**config.mk**
```make
export PLATFORM = sky130hd
export DESIGN_NAME = sprite_line_scheduler_flat
export DESIGN_NICKNAME = d
export VERILOG_FILES = /design/src/rtl/sprite_line_scheduler_if.sv /design/src/rtl/sprite_line_scheduler.sv /design/src/flat_wrapper.sv
export SDC_FILE = /design/constraint.sdc
export NUM_CORES = 1
export LEC_CHECK = 0
export CAP_MARGIN = 10
export CORE_ASPECT_RATIO = 1.5
export CORE_UTILIZATION = 30
export DETAILED_ROUTE_END_ITERATION = 7
export SLEW_MARGIN = 0
export SYNTH_ARGS = -nofsm -noshare
export SYNTH_HDL_FRONTEND = slang
export SYNTH_SLANG_ARGS = --single-unit
```
**constraint.sdc**
```tcl
create_clock -name clk -period 6.15 [get_ports clk]
set_input_delay 0.9225 -clock clk [delete_from_list [all_inputs] [get_ports clk]]
set_output_delay 0.9225 -clock clk [all_outputs]
set_load 0.03 [all_outputs]
```
**src/rtl/sprite_line_scheduler_if.sv**
```systemverilog
// Sprite scheduler bus: CPU table writes, raster timing
// and the per-pixel sprite hit returned to the video path.
interface sprite_line_scheduler_if #(
  parameter int IW = 3
);
  logic          cpu_we;
  logic [4:0]    cpu_addr;
  logic [7:0]    cpu_data;
  logic          line_start;
  logic [7:0]    raster_x;
  logic [7:0]    raster_y;
  logic          sprite_active;
  logic [IW-1:0] sprite_index;
  logic [7:0]    sprite_address;
  logic          line_overflow;
  logic          scan_busy;

  modport master (
    output cpu_we, cpu_addr, cpu_data,
    output line_start, raster_x, raster_y,
    input  sprite_active, sprite_index,
    input  sprite_address, line_overflow,
    input  scan_busy
  );

  modport slave (
    input  cpu_we, cpu_addr, cpu_data,
    input  line_start, raster_x, raster_y,
    output sprite_active, sprite_index,
    output sprite_address, line_overflow,
    output scan_busy
  );
endinterface

```
**src/rtl/sprite_line_scheduler.sv**
```systemverilog
// Per-scanline sprite scheduler: scans the sprite table
// into a pending slot set and resolves active slots per pixel.
module sprite_line_scheduler #(
  parameter int NUM_SPRITES = 8,
  parameter int SLOTS       = 4
) (
  input  logic clk,
  input  logic reset,
  sprite_line_scheduler_if.slave bus
);
  localparam int IW = (NUM_SPRITES > 1) ?
                      $clog2(NUM_SPRITES) : 1;
  localparam int CW = $clog2(SLOTS + 1);
  localparam logic [IW-1:0] LAST = IW'(NUM_SPRITES - 1);

  typedef enum logic [1:0] {
    IDLE,
    COMMIT,
    SCAN
  } state_t;

  typedef struct packed {
    logic          valid;
    logic [IW-1:0] idx;
    logic [7:0]    x;
    logic [3:0]    row;
  } slot_t;

  state_t state_q, state_d;

  logic [7:0]             x_q [NUM_SPRITES];
  logic [7:0]             y_q [NUM_SPRITES];
  logic [NUM_SPRITES-1:0] en_q;

  slot_t         pend_q [SLOTS];
  slot_t         act_q  [SLOTS];
  logic [CW-1:0] pcnt_q;
  logic          pend_ovf_q;
  logic          ovf_q;
  logic [IW-1:0] idx_q;
  logic [7:0]    tgt_q;

  logic          commit;
  logic          scan_step;

  logic          hit_d, hit_q;
  logic [IW-1:0] sidx_d, sidx_q;
  logic [7:0]    saddr_d, saddr_q;
  logic [7:0]    dx;

  logic [3:0] wr_ent;
  logic       wr_mask;
  logic       wr_ent_ok;

  assign wr_ent    = bus.cpu_addr[4:1];
  assign wr_mask   = bus.cpu_we &&
                     (bus.cpu_addr == 5'h1f);
  assign wr_ent_ok = bus.cpu_we && !wr_mask &&
                     ({1'b0, wr_ent} < 5'(NUM_SPRITES));

  // Live table read for the entry being scanned.
  logic [7:0] dy;
  logic       match;
  assign dy    = tgt_q - y_q[idx_q];
  assign match = en_q[idx_q] && (dy < 8'd16);

  // CPU-programmed sprite table and enable mask.
  always_ff @(posedge clk) begin
    if (reset) begin
      for (int e = 0; e < NUM_SPRITES; e++) begin
        x_q[e] <= '0;
        y_q[e] <= '0;
      end
      en_q <= '0;
    end else if (wr_mask) begin
      en_q <= NUM_SPRITES'(bus.cpu_data);
    end else if (wr_ent_ok) begin
      for (int e = 0; e < NUM_SPRITES; e++) begin
        if (4'(e) == wr_ent) begin
          if (bus.cpu_addr[0]) y_q[e] <= bus.cpu_data;
          else                 x_q[e] <= bus.cpu_data;
        end
      end
    end
  end

  // Scheduler state register.
  always_ff @(posedge clk) begin
    if (reset) state_q <= IDLE;
    else       state_q <= state_d;
  end

  // Next state; a line_start mid-scan aborts into COMMIT.
  always_comb begin
    state_d   = state_q;
    commit    = 1'b0;
    scan_step = 1'b0;
    unique case (state_q)
      IDLE: begin
        if (bus.line_start) state_d = COMMIT;
      end
      COMMIT: begin
        commit  = 1'b1;
        state_d = SCAN;
      end
      SCAN: begin
        if (bus.line_start) begin
          state_d = COMMIT;
        end else begin
          scan_step = 1'b1;
          if (idx_q == LAST) state_d = IDLE;
        end
      end
      default: state_d = IDLE;
    endcase
  end

  // Pending/active slot sets and the scan cursor.
  always_ff @(posedge clk) begin
    if (reset) begin
      for (int s = 0; s < SLOTS; s++) begin
        pend_q[s] <= '0;
        act_q[s]  <= '0;
      end
      pcnt_q     <= '0;
      pend_ovf_q <= 1'b0;
      ovf_q      <= 1'b0;
      idx_q      <= '0;
      tgt_q      <= '0;
    end else if (commit) begin
      for (int s = 0; s < SLOTS; s++) begin
        act_q[s]  <= pend_q[s];
        pend_q[s] <= '0;
      end
      ovf_q      <= pend_ovf_q;
      pend_ovf_q <= 1'b0;
      pcnt_q     <= '0;
      idx_q      <= '0;
      tgt_q      <= bus.raster_y + 8'd1;
    end else if (scan_step) begin
      if (match) begin
        if (pcnt_q < CW'(SLOTS)) begin
          for (int s = 0; s < SLOTS; s++) begin
            if (CW'(s) == pcnt_q) begin
              pend_q[s] <= '{valid: 1'b1,
                             idx:   idx_q,
                             x:     x_q[idx_q],
                             row:   dy[3:0]};
            end
          end
          pcnt_q <= pcnt_q + CW'(1);
        end else begin
          pend_ovf_q <= 1'b1;
        end
      end
      idx_q <= idx_q + IW'(1);
    end
  end

  // Pixel resolve; lowest slot wins, so scan high to low.
  always_comb begin
    hit_d   = 1'b0;
    sidx_d  = '0;
    saddr_d = '0;
    dx      = '0;
    for (int s = SLOTS - 1; s >= 0; s--) begin
      dx = bus.raster_x - act_q[s].x;
      if (act_q[s].valid && (dx < 8'd16)) begin
        hit_d   = 1'b1;
        sidx_d  = act_q[s].idx;
        saddr_d = {act_q[s].row, dx[3:0]};
      end
    end
  end

  // Registered pixel outputs, one cycle behind raster_x.
  always_ff @(posedge clk) begin
    if (reset) begin
      hit_q   <= 1'b0;
      sidx_q  <= '0;
      saddr_q <= '0;
    end else begin
      hit_q   <= hit_d;
      sidx_q  <= sidx_d;
      saddr_q <= saddr_d;
    end
  end

  assign bus.sprite_active  = hit_q;
  assign bus.sprite_index   = sidx_q;
  assign bus.sprite_address = saddr_q;
  assign bus.line_overflow  = ovf_q;
  assign bus.scan_busy      = (state_q != IDLE);

endmodule

```
**src/flat_wrapper.sv**
```systemverilog
// flat-port wrapper written by rule: the top's interface ports become plain ports
module sprite_line_scheduler_flat 
#(
  parameter int NUM_SPRITES = 8,
  parameter int SLOTS       = 4
)
  (clk, reset, bus_cpu_we, bus_cpu_addr, bus_cpu_data, bus_line_start, bus_raster_x, bus_raster_y, bus_sprite_active, bus_sprite_index, bus_sprite_address, bus_line_overflow, bus_scan_busy);
  sprite_line_scheduler_if #(.IW(3)) bus_i ();
  input  logic clk;
  input  logic reset;
  input wire logic [$bits(bus_i.cpu_we)-1:0] bus_cpu_we;
  input wire logic [$bits(bus_i.cpu_addr)-1:0] bus_cpu_addr;
  input wire logic [$bits(bus_i.cpu_data)-1:0] bus_cpu_data;
  input wire logic [$bits(bus_i.line_start)-1:0] bus_line_start;
  input wire logic [$bits(bus_i.raster_x)-1:0] bus_raster_x;
  input wire logic [$bits(bus_i.raster_y)-1:0] bus_raster_y;
  output wire logic [$bits(bus_i.sprite_active)-1:0] bus_sprite_active;
  output wire logic [$bits(bus_i.sprite_index)-1:0] bus_sprite_index;
  output wire logic [$bits(bus_i.sprite_address)-1:0] bus_sprite_address;
  output wire logic [$bits(bus_i.line_overflow)-1:0] bus_line_overflow;
  output wire logic [$bits(bus_i.scan_busy)-1:0] bus_scan_busy;
  assign bus_i.cpu_we = bus_cpu_we;
  assign bus_i.cpu_addr = bus_cpu_addr;
  assign bus_i.cpu_data = bus_cpu_data;
  assign bus_i.line_start = bus_line_start;
  assign bus_i.raster_x = bus_raster_x;
  assign bus_i.raster_y = bus_raster_y;
  assign bus_sprite_active = bus_i.sprite_active;
  assign bus_sprite_index = bus_i.sprite_index;
  assign bus_sprite_address = bus_i.sprite_address;
  assign bus_line_overflow = bus_i.line_overflow;
  assign bus_scan_busy = bus_i.scan_busy;
  sprite_line_scheduler #(.NUM_SPRITES(NUM_SPRITES), .SLOTS(SLOTS)) u_core (.clk(clk), .reset(reset), .bus(bus_i));
endmodule
```
==> summary.txt <==
Status
  – Outcome: finished clean

Cells and area
  – FF/Latch Area: 8329 sq um
  – # diodes: 0
  – Area Growth Syn to Fin: 14.70%
  – Fillers: between 4000 and 5000
  – Final Net Count: 1179
  – Area of the multi-input gates: approximately 4900 sq um
  – Fraction of final layout cells with drive strength greater than 1: approximately a tenth

Power
  – Leak pwr: about 5.6 nW
  – Total power per unit cell area: ~280 nW/um^2
  – Peak supply drop: slightly above 0.0002 V
  – Overall Power: between 4 and 5 mW

Logic synthesis
  – Mux contribution to synthesized area: 8.039%
  – Combinational family with the most area after synthesis: simple AND/OR/NAND/NOR gates
  – Synth warn: 0
  – Post-Synth XOR/XNOR Area: between 1.5 and 2%
  – Post-synth EDFFs: approximately 240
  – Compound-gate portion of the synthesized area: around 6.3%
  – Post-synth cell types: 67
  – Yosys top cell area share: between 50% and 60%
  – Largest cells by area after synthesis: edfxtp_1 53%, dfxtp_1 8.7%, mux4_2 5.6%
  – Avg Synthesized Cell Area: between 10 and 15 sq um
  – Post-synth ARST share: 0%
  – Top_reg_cell synth: edfxtp_1
  – Post-synthesis adder-cell area fraction: under 10%
  – Yosys top cell by area: edfxtp_1
  – Simple-gate portion of the synthesized area: between 10 and 15%
  – Seq cells post-synth: 297
  – Synth Instances: approximately 1100
  – Seq/Total Area, Yosys: 61.29%
  – Post-Syn Area: ~14000 sq um
  – Synthesized netlist net count: ~1100

Floorplan
  – Number of top-level pins: 47
  – Die Ht: roughly 260 um
  – Die Area: approximately 46000 sq um
  – Initial core utilization: 30.40%
  – Die width: between 150 and 200 um
  – Core Area: roughly 45000 sq um
  – Row count: 95

Timing
  – Tcrit/Tclk final: ~73%
  – Worst-margin pin slew: approximately 1300 ps
  – Slew headroom: between 10% and 20%
  – Hold Fails Final Rpt: 0
  – Final setup vio count: 0
  – Min Clock Period, post-route: approximately 4500 ps
  – Max Slew Vio Count: 0
  – Fin Clk Skew: roughly 21 ps
  – RSZ-0062 raised after global routing: no
  – Setup TNS Final: 0 ps
  – Fmax: approximately 220 MHz

Setup path
  – Slowest stage delay, CP: between 500 and 600 ps
  – FF-to-FF End: u_core.pend_q[0][5]$_DFFE_PP_
  – R2R depth: 11
  – CP arrival: about 4700 ps
  – CP max FO: 23
  – WS Path Type: reg2reg
  – CP Capture Type: flop
  – CP Launch Type: flop
  – Crit-path cells: buf_4, mux4_2, mux2i_1, ha_1, a21oi_1, a21boi_0, mux2_2, nand4_1, nor3_2, and2_1, nand2b_1
  – Worst path slowest cell: mux4_2
  – CP Data Required Time: ~6300 ps
  – R2r setup slk: 1650 ps

Global routing
  – Gr ovfl total: 0
  – Largest net degree at the start of global routing: 62
  – Initial antenna violation count: 0
  – Vias in the first global route: 8132
  – All-Layer GR Usage: 13.05%
  – First-pass GRT wire length: roughly 46000 um

Drt
  – WL/cell: roughly 17 um
  – Antenna viol nets, final: 0
  – DR pass1 iterations: 5
  – Routed vias/inst: 4.659
  – Detailed-route via count: between 7000 and 8000
  – DRT iter0 DRCs: between 300 and 400
  – Drc violations: 0
  – Drt total wl: between 20000 and 30000 um

Worst hold path
  – Hold EP: u_core.pend_q[2][5]$_SDFFE_PP0P_
  – Hold WC Path Type: reg2reg
  – Hold path startpoint: u_core.pend_q[2][5]$_SDFFE_PP0P_
  – Hold path cells: 1

Clocking
  – CTS HTree Levels: 1
  – Clock Latency Late Sink: ~570 ps
  – CTS tree: done
  – CTS root buf: clkbuf_16
  – CTS Sinks: a little under 300
  – CTS Hold Bufs: 0
  – CTS max path bufs: 3
  – Num CTS Buffers: 28
  – Post-CTS sizing: 0
  – Setup bufs post-CTS: 0
  – Clk slew on worst S/H paths: 60 ps

Place
  – Port buffer count: between 40 and 50
  – Placed wire-length estimate: between 20000 and 25000 um
  – GPL Wtd Cong: 0.7950

Job
  – Maxcap violations: 0
worst max-delay path, delay by kind of cell (launching register included):
| family | cells | cell delay (ps) |
|---|---|---|
| adder cells (fa/ha/maj) | 1 | 300 |
| AO/OA/AOI/OAI | 2 | 330 |
| flip-flops | 1 | 530 |
| AND/OR/NAND/NOR | 4 | 1430 |
| multiplexers | 3 | 1030 |
| buffers and inverters | 1 | 490 |
sequential cells by signal, indices dropped and copies added (netlist names), named ones only:
| name | cells |
|---|---|
| u_core.act_q | 64 |
| u_core.pend_q | 64 |
| u_core.x_q | 64 |
| u_core.y_q | 64 |
| u_core.bus.sprite_address | 8 |
| u_core.en_q | 8 |
| u_core.tgt_q | 8 |
| u_core.bus.sprite_index | 3 |
| u_core.idx_q | 3 |
| u_core.pcnt_q | 3 |
| u_core.state_q | 2 |
| u_core.bus.line_overflow | 1 |
| u_core.bus.sprite_active | 1 |
| u_core.pend_ovf_q | 1 |
cell type report:
| class | instances | area share [%] |
|---|---|---|
| Inverter | 53 | 1.276 |
| Clock buffer | 37 | 4.978 |
| Sequential cell | 297 | 53.44 |
| Clock inverter | 15 | 0.8430 |
| Timing Repair Buffer | 57 | 3.452 |
| Multi-Input combinational cell | 659 | 31.33 |
| Tap cell | 582 | 4.672 |
worst max-delay path by stage:
stage / start / cells after the start / slack (ps) / to
global route: flop / 11 / 1310 / u_core.pend_q[0][6]$_DFFE_PP_
finish: flop / 11 / 1650 / u_core.pend_q[0][5]$_DFFE_PP_
floorplan: flop / 13 / 1750 / u_core.pend_q[0][0]$_DFFE_PP_
CTS: flop / 11 / 1590 / u_core.pend_q[0][5]$_DFFE_PP_
global placement: flop / 11 / 1680 / u_core.pend_q[0][12]$_DFFE_PP_
detailed placement: flop / 11 / 1620 / u_core.pend_q[0][1]$_DFFE_PP_
cells by family (layout without fill, tap and decap cells):
kind of cell,Yosys count,count (layout)
and+or+nand+nor,401,401
buffers and inverters,100,162
xor gates and xnor gates,24,24
DFF,297,297
adders and majority gates,50,50
AOI/OAI and AO/OA,119,119
muxes,65,65
cell usage in the layout (no fill, tap or decap), types with 12 or more instances in the layout:
master / n
a22o_1: 12
clkbuf_16: 29
clkdlybuf4s50_1: 45
nand2b_1: 39
edfxtp_1: 238
mux2i_1: 27
ha_1: 45
xnor2_1: 16
nor2_1: 180
and3_1: 12
dfxtp_1: 58
a21oi_1: 19
mux4_2: 34
nand2_1: 34
o21ai_0: 17
inv_1: 51
and2_1: 64
report_power, final:
| group | total (mW) | internal (mW) | switching, mW |
|---|---|---|---|
| Combinational | 0.391 | 0.154 | 0.237 |
| Sequential | 2.31 | 2.27 | 0.0328 |
| Clock | 1.71 | 0.970 | 0.742 |
cells in the mapped netlist (all sizes together), types with 2 or more instances:
library cell  count
a21o              9
mux2i            28
nand4             5
nand3             7
fa                5
or4               2
o2bb2ai          10
a21oi            19
edfxtp          238
a31o              2
mux2              3
and2             64
or2               4
a21boi            3
nor4              2
xor2              7
xnor2            17
a31oi            11
nor4b             2
o21ai            18
mux4             34
nor2            182
o21a              6
a311oi            2
nand4b            7
a22o             12
and3             12
nand2b           39
or3               8
buf              20
ha               45
nand3b            3
nand2            34
o2111ai           4
and4              2
clkbuf           27
nor2b            11
nor3b             4
o221ai           10
nor3             10
inv              53
dfxtp            59
o31ai             4
metal layers:
layer / vias up / global-route usage, % / share of wire (%)
li1: 3903 / - / -
met1: 3800 / 13.82 / 38
met2: 155 / 24.83 / 54
met3: 62 / 1.563 / 3.6
met4: 0 / 6.745 / 4.3
met5: - / 0 / 0
metrics by stage:
stage | worst slack, ps | util [%] | std cells | area [sq um] | hold WS, ps
floorplan | 1751 | - | 1056 | 13590 | 414.4
global placement | 1677 | 32.84 | 1648 | 14680 | 440.8
detailed placement | 1617 | 32.84 | 1648 | 14680 | 443.3
CTS | 1586 | 34.87 | 1700 | 15580 | 463.4
global route | 1315 | 34.87 | 1700 | 15580 | 475.7
finish | 1654 | 34.87 | 1700 | 15580 | 459.5
Note: power is estimated with default switching activity, not from simulation.
